==> src/rtl/fifo_sc_flags.sv <==
// fifo_sc_flags
// Single-clock FIFO for buffering commands/data between pipeline stages in
// one clock domain. It provides an occupancy count, programmable almost-full
// and almost-empty flags, a selectable first-word-fall-through read mode and
// sticky overflow/underflow error flags.
//
// Ports:
//   Clk         - clock, all state changes on the rising edge
//   Reset       - asynchronous active-high reset
//   Data        - write data (WIDTH bits)
//   WrEn        - write request, accepted only when not Full
//   RdEn        - read request (standard mode) / pop acknowledge (FWFT mode)
//   ClrErr      - synchronous clear of Overflow and Underflow
//   Q           - read data (WIDTH bits)
//   Empty       - occupancy is zero
//   Full        - occupancy equals DEPTH
//   AlmostEmpty - occupancy <= AE_LEVEL
//   AlmostFull  - occupancy >= AF_LEVEL
//   Cnt         - current occupancy ($clog2(DEPTH)+1 bits)
//   Overflow    - sticky, set by a write attempted while Full
//   Underflow   - sticky, set by a read attempted while Empty
module fifo_sc_flags #(
  parameter int WIDTH    = 32,
  parameter int DEPTH    = 4,
  parameter int FWFT     = 0,
  parameter int AF_LEVEL = DEPTH - 1,
  parameter int AE_LEVEL = 1
) (
  input  logic                     Clk,
  input  logic                     Reset,
  input  logic [WIDTH-1:0]         Data,
  input  logic                     WrEn,
  input  logic                     RdEn,
  input  logic                     ClrErr,
  output logic [WIDTH-1:0]         Q,
  output logic                     Empty,
  output logic                     Full,
  output logic                     AlmostEmpty,
  output logic                     AlmostFull,
  output logic [$clog2(DEPTH):0]   Cnt,
  output logic                     Overflow,
  output logic                     Underflow
);

  localparam int AW = $clog2(DEPTH);
  localparam int CW = AW + 1;

  localparam logic [CW-1:0] DEPTH_C = CW'(DEPTH);
  localparam logic [CW-1:0] AF_C    = CW'(AF_LEVEL);
  localparam logic [CW-1:0] AE_C    = CW'(AE_LEVEL);

  // Reject illegal configurations while elaborating instead of building a
  // FIFO whose pointer wrap or flag thresholds would silently misbehave.
  if (WIDTH < 1) begin : gen_bad_width
    $error("fifo_sc_flags: WIDTH must be at least 1");
  end
  if ((DEPTH < 2) || ((DEPTH & (DEPTH - 1)) != 0)) begin : gen_bad_depth
    $error("fifo_sc_flags: DEPTH must be a power of two and at least 2");
  end
  if ((AF_LEVEL < 1) || (AF_LEVEL > DEPTH)) begin : gen_bad_af
    $error("fifo_sc_flags: AF_LEVEL must lie in 1..DEPTH");
  end
  if ((AE_LEVEL < 0) || (AE_LEVEL >= DEPTH)) begin : gen_bad_ae
    $error("fifo_sc_flags: AE_LEVEL must lie in 0..DEPTH-1");
  end

  logic [WIDTH-1:0] mem [DEPTH];

  logic [AW-1:0] wrPtr_q, wrPtr_d;
  logic [AW-1:0] rdPtr_q, rdPtr_d;
  logic [CW-1:0] cnt_q,   cnt_d;
  logic          ovf_q,   ovf_d;
  logic          udf_q,   udf_d;
  logic          wrOk;
  logic          rdOk;

  // Status flags are decoded straight from the registered count, so they
  // move on the same edge as Cnt and never look ahead at this cycle's access.
  assign Empty       = (cnt_q == '0);
  assign Full        = (cnt_q == DEPTH_C);
  assign AlmostEmpty = (cnt_q <= AE_C);
  assign AlmostFull  = (cnt_q >= AF_C);
  assign Cnt         = cnt_q;
  assign Overflow    = ovf_q;
  assign Underflow   = udf_q;

  // Accept decisions and next-state computation. Accesses are judged against
  // the current registered flags only, so a write while Full is dropped even
  // if a read frees a slot in the same cycle, and a read while Empty is
  // dropped even if a write lands in the same cycle. Pointers wrap for free
  // because DEPTH is a power of two. For the sticky errors the clear is
  // applied first so that a fresh error in the same cycle wins.
  always_comb begin
    wrOk    = WrEn && !Full;
    rdOk    = RdEn && !Empty;
    wrPtr_d = wrPtr_q;
    rdPtr_d = rdPtr_q;
    cnt_d   = cnt_q;
    ovf_d   = ovf_q;
    udf_d   = udf_q;

    if (wrOk) begin
      wrPtr_d = wrPtr_q + AW'(1);
    end
    if (rdOk) begin
      rdPtr_d = rdPtr_q + AW'(1);
    end
    cnt_d = cnt_q + CW'(wrOk) - CW'(rdOk);

    if (ClrErr) begin
      ovf_d = 1'b0;
      udf_d = 1'b0;
    end
    if (WrEn && Full) begin
      ovf_d = 1'b1;
    end
    if (RdEn && Empty) begin
      udf_d = 1'b1;
    end
  end

  // Control state register. Reset empties the FIFO at once by clearing the
  // pointers and count; the storage itself is left untouched.
  always_ff @(posedge Clk or posedge Reset) begin
    if (Reset) begin
      wrPtr_q <= '0;
      rdPtr_q <= '0;
      cnt_q   <= '0;
      ovf_q   <= 1'b0;
      udf_q   <= 1'b0;
    end else begin
      wrPtr_q <= wrPtr_d;
      rdPtr_q <= rdPtr_d;
      cnt_q   <= cnt_d;
      ovf_q   <= ovf_d;
      udf_q   <= udf_d;
    end
  end

  // Storage array, written only on accepted writes. It has no reset so it
  // can map onto plain RAM; stale words are unreachable once the pointers
  // are cleared.
  always_ff @(posedge Clk) begin
    if (wrOk && !Reset) begin
      mem[wrPtr_q] <= Data;
    end
  end

  if (FWFT == 0) begin : gen_std_read
    logic [WIDTH-1:0] q_q, q_d;

    // Standard read: the head word is captured on an accepted read and held
    // otherwise, including across rejected reads.
    always_comb begin
      q_d = q_q;
      if (rdOk) begin
        q_d = mem[rdPtr_q];
      end
    end

    // Output data register for standard mode.
    always_ff @(posedge Clk or posedge Reset) begin
      if (Reset) begin
        q_q <= '0;
      end else begin
        q_q <= q_d;
      end
    end

    assign Q = q_q;
  end else begin : gen_fwft_read
    // Fall-through read: the head word is shown whenever the FIFO holds
    // data, and RdEn merely pops it. An empty FIFO presents zero.
    assign Q = Empty ? '0 : mem[rdPtr_q];
  end

endmodule

==> config.mk <==
export PLATFORM = sky130hd
export DESIGN_NAME = fifo_sc_flags
export DESIGN_NICKNAME = d
export VERILOG_FILES = /design/src/rtl/fifo_sc_flags.sv
export SDC_FILE = /design/constraint.sdc
export NUM_CORES = 1
export LEC_CHECK = 0
export BUFFER_PORTS_ARGS = -buffer_cell sky130_fd_sc_hd__buf_4
export CORE_MARGIN = 2
export CORE_UTILIZATION = 40
export DETAILED_ROUTE_END_ITERATION = 8
export MAX_ROUTING_LAYER = met4
export RECOVER_POWER = 100
export SYNTH_ARGS = -nofsm -noshare
export SYNTH_HDL_FRONTEND = slang
export SYNTH_SLANG_ARGS = --single-unit
==> constraint.sdc <==
create_clock -name Clk -period 2.6 [get_ports Clk]
set_input_delay 0.52 -clock Clk [delete_from_list [all_inputs] [get_ports Clk]]
set_output_delay 0.52 -clock Clk [all_outputs]
set_load 0.005 [all_outputs]
# Word level (Yosys, flattened, before mapping)
# Memories as Yosys holds them, arrays and structs flattened. A register that Yosys moved wholly into a read port is not among the register bits.
# Index checks and enable logic that the tools add are counted.
# op_classes
n_lt_le_gt_ge,2
muxes,5
addsub,4
n_eq_ne,1
n_reduce_logical,11
# ops
op,count
$logic_and A1 B1 Y1,5
$mux W1,5
$add A2 B1 Y2 const B,2
$reduce_bool A2 Y1,2
$add A3 B1 Y3,1
$eq A3 B3 Y1 const B,1
$ge A3 B2 Y1 const B,1
$le A3 B1 Y1 const B,1
$logic_not A1 Y1,3
$logic_not A3 Y1,1
$sub A3 B1 Y3,1
# totals
memories,1
ram_bits,128
regBits,9
wordCells,29
# memory_table
memory,words,width,rd,rd_ports_with_merged_regs,write_ports,line,text
mem,4,32,1,1,1,67,logic [WIDTH-1:0] mem [DEPTH];

# Longest topological paths before layout
# logic_depth
ltp_word,6
mapped_depth,8

# Worst setup path before layout
# Ideal clock, no wire load.
# synth_path
path_kind,register to register
startpoint,"register cnt_q[1], in the netlist Cnt[1]"
endpoint,"register cnt_q[2], in the netlist Cnt[2]"
t_required_ns,2.477
path_stages_with_launch,9
arrival_time_ns,2.122
n_path_buf,1
path_slack_ns,0.356
path_cell_list,dfrtp_1 o31ai_4 inv_4 buf_6 ha_1 inv_1 ha_1 fa_1 xnor2_1
# synth_via
elab_cells_between_ends,8
# synth_rtl
element,line,text
"start, declared",71,"logic [CW-1:0] cnt_q, cnt_d;"
"start signal, assigned",134,cnt_q <= cnt_d;
$logic_not A3 Y1,79,assign Empty = (cnt_q == '0);
$logic_not A1 Y1,95,rdOk = RdEn && !Empty;
$logic_and A1 B1 Y1,95,
net rdOk,75,logic rdOk;
$sub A3 B1 Y3,108,cnt_d = cnt_q + CW'(wrOk) - CW'(rdOk);
net cnt_d[2],71,
# The timed path passes the listed nets, and every way through them passes these cells.
# A chain may end at the register's enable or synchronous reset.

# Final worst setup path
# layout_path
startpoint,"register cnt_q[0], in the netlist Cnt[0]"
endpoint,"register cnt_q[2], in the netlist Cnt[2]"
# layout_via
elab_chain_cells,5
elab_cells_between_ends,8
# layout_lines
element,line,text
$eq A3 B3 Y1,80,assign Full = (cnt_q == DEPTH_C);
$logic_not A1 Y1,94,wrOk = WrEn && !Full;
$logic_and A1 B1 Y1,94,
$add A3 B1 Y3,108,
$sub A3 B1 Y3 *,108,
net cnt_d[2],71,
# Mark *: on every way through the listed nets, which the timed path passes. The rest lies on a longest branch.

==> results.py <==
metrics = {
    "timing": {
        "fin_crit_sh": 0.8207,
        "skew_ps": 8.975,
        "setup_viol": 0,
        "slew_headroom": 0.3864,
        "slew_viol_final": 0,
        "period_minus_slack_ps": 2134,
        "rsz0062_at_grt": "false",
        "setup_tns_ps": 0,
        "hold_viol": 0,
        "fmax_mhz": 468.6,
        "worst_slew_pin_slew_ps": 919.4,
    },
    "pwr": {
        "combPwrFrac": 0.242,
        "p_leak_nw": 2.928,
        "p_sw_frac": 0.2656,
        "power_switching_mw": 2.297,
        "power.internal_mw": 6.351,
        "peakVddDrop_mv": 0.6727,
        "p_seq_frac": 0.441,
        "power_frac_clock": 0.318,
        "power_density_nw_per_um2": 1115,
    },
    "logic_synthesis": {
        "syn_avg_cell_area_sq_um": 18.15,
        "synthesis.instances": 354,
        "yosysWarnings": 0,
        "syn_area_sq_um": 6425,
        "synth_area_leaders": "edfxtp_1 60%, dfrtp_1 16%, mux4_2 11%, nand2_1 5.9%, buf_6 1.8%",
        "synth_top_cell_by_area": "edfxtp_1",
        "ys_ff_latch": 169,
        "synthDominantCellAreaShare": 0.5982,
        "synth_cell_types": 21,
        "synth_nets": 401,
        "yosysSeqAreaShare": 0.7579,
    },
    "place": {
        "gp_congestion": 0.7103,
        "portBuffers": 77,
        "place_inst": 643,
        "dp_hpwl_um": 7235,
    },
    "worst_setup_path": {
        "worstSetupStartpoint": "Cnt[0]$_DFF_PP0_",
        "worstSetupEndpointType": "flip-flop",
        "reg2reg_to": "Cnt[2]$_DFF_PP0_",
        "arrival_ps": 2440,
        "r2r_setup_slack_ps": 470,
        "crit_required_ps": 2910,
        "path_class": "reg -> reg",
        "crit_path_start_kind": "flip-flop",
        "rr_worst_depth": 7,
        "critPathMaxFanout": 8,
        "worstReg2RegStart": "Cnt[0]$_DFF_PP0_",
    },
    "routing": {
        "vias_per_cell": 4.730,
        "drcViolationCount": 0,
        "vias": 3193,
        "drt-pass1-iter-count": 4,
        "wl_um": 11660,
        "ant_nets": 0,
        "wl_per_cell_um": 17.27,
        "drt-initial-drc-count": 196,
    },
    "die": {
        "pin_count": 78,
        "initial_core_util": 0.4074,
        "die_area_sq_um": 17090,
        "die_h_um": 130.7,
        "core_area_sq_um": 15770,
        "rows": 46,
        "die_x_um": 130.7,
    },
    "cts": {
        "clk_path_buf_depth": 2,
        "ctsHoldBuffers": 0,
        "cts_tree": "done",
        "clk_pin_slew_ps": 60,
        "clock_sinks": 169,
        "clock_latency_ps": 430,
        "cts_max_level": 4,
        "numCtsBuffers": 17,
        "cts-resized-gates": 0,
        "post_cts_buffers": 0,
        "clock-root-buffer": "clkbuf_16",
    },
    "grt": {
        "antenna_found_initial": 0,
        "grt_first_pass_wirelength_um": 18330,
        "grtUsageTotal": 0.1552,
        "grt_max_degree": 34,
        "grt_remaining_overflow": 0,
        "grt_pass1_vias": 3378,
    },
    "layout": {
        "synthToLayoutAreaGrowth_pct": 20.76,
        "instances_no_fill": 675,
        "antenna_cells": 0,
        "fin_nets": 493,
        "drive_gt1_frac": 0.2658,
    },
    "job": {
        "cap_violations": 0,
    },
    "worst_hold_path": {
        "hold_path_class": "in -> async",
    },
    "outcome": {
        "outcome": "finished, final reports clean",
    },
}
[power by group through the flow]
stage / registers [mW] / clock network [mW] / logic [mW]
floorplan: 3.76 / 0 / 1.45
detailed placement: 3.89 / 0 / 2.21
finish: 3.81 / 2.75 / 2.09
global placement: 3.87 / 0 / 2.18
CTS: 3.84 / 2.82 / 2.23
global route: 3.88 / 2.93 / 2.35
[critical path: stages, from the launching register on]
cell and delay, ps:
dfrtp_1 460, nor3b_1 440, nand2b_2 250, ha_1 130, inv_1 40, ha_1 180, fa_1 380, xnor2_1 140
[synth_stat cells (all sizes together)]
master,number
nand2b,1
o21ai,3
mux2,1
dfrtp,41
buf,13
mux4,32
a32o,1
clkbuf,1
and2,4
ha,9
o31ai,1
fa,1
xnor2,4
edfxtp,128
inv,10
nand2,101
nor3,1
nor3b,2
[state kept, by name, summed over array words and instances, names as in the netlist]
name and count:
Underflow 1, wrPtr_q 2, rdPtr_q 2, mem 128, Cnt 3, Q 32, Overflow 1
[logic make-up after synthesis]
kind of cell / after synthesis / synth area share
flip-flops: 169 / 0.7579
AND/OR/NAND/NOR: 109 / 0.06816
multiplexers: 33 / 0.1139
buffers and inverters: 24 / 0.02668
adder cells (fa/ha/maj): 10 / 0.02064
AO/OA/AOI/OAI: 5 / 0.007205
XOR/XNOR: 4 / 0.005452
[routing by layer]
| metal | vias up | part of all wire | track usage |
|---|---|---|---|
| met1 | 1613 | 0.44 | 0.2007 |
| met4 | 0 | 0.015 | 0.05632 |
| met2 | 79 | 0.49 | 0.2377 |
| met3 | 14 | 0.054 | 0.04357 |
| li1 | 1487 | - | - |
| met5 | - | 0 | - |
[how the worst max path moves through the flow]
| stage | to | slack, ps | cells after the start |
|---|---|---|---|
| 6_report | Cnt[2]$_DFF_PP0_ | 470 | 7 |
| 5_1_grt | Cnt[2]$_DFF_PP0_ | 330 | 7 |
| 4_1_cts | AlmostEmpty | 400 | 5 |
| 3_5_place_dp | mem[3][4]$_DFFE_PP_ | 460 | 4 |
| 3_3_place_gp | mem[2][4]$_DFFE_PP_ | 490 | 4 |
| 2_1_floorplan | Cnt[2]$_DFF_PP0_ | 360 | 8 |
[cells in the final DEF, fill, tap and decap left out, drive strengths merged, types with 2 or more instances in the layout]
cell / n
buf: 10
clkbuf: 98
dfrtp: 41
and2: 4
nand2: 101
o21ai: 3
mux4: 32
nor3b: 2
ha: 9
clkinv: 4
bufinv: 5
xnor2: 4
edfxtp: 128
inv: 12
[through the flow]
step / worst slack [ps] / hold slack, ps / utilization / power [mW] / cell area [sq um]
after detailed placement: 463.4 / 463.5 / 0.4613 / 6.100 / 7274
after floorplan: 355.5 / 466.9 / - / 5.213 / 6425
final: 466.2 / 292.5 / 0.4920 / 8.648 / 7759
after global placement: 493.2 / 460.7 / 0.4613 / 6.047 / 7274
after global routing: 329.7 / 291.4 / 0.4920 / 9.152 / 7759
after CTS: 396.9 / 140.0 / 0.5026 / 8.885 / 7926
[final cells by class]
cell class / instances / area (sq um)
clock buffer: 21 / 460.4
clock inverter: 11 / 191.4
fill: 1362 / 8011
inverter: 10 / 40.04
multi-input combinational: 161 / 1370
sequential: 169 / 4872
tap: 216 / 270.3
timing repair buffer: 87 / 554.3
Note: power is estimated with default switching activity, not from simulation.
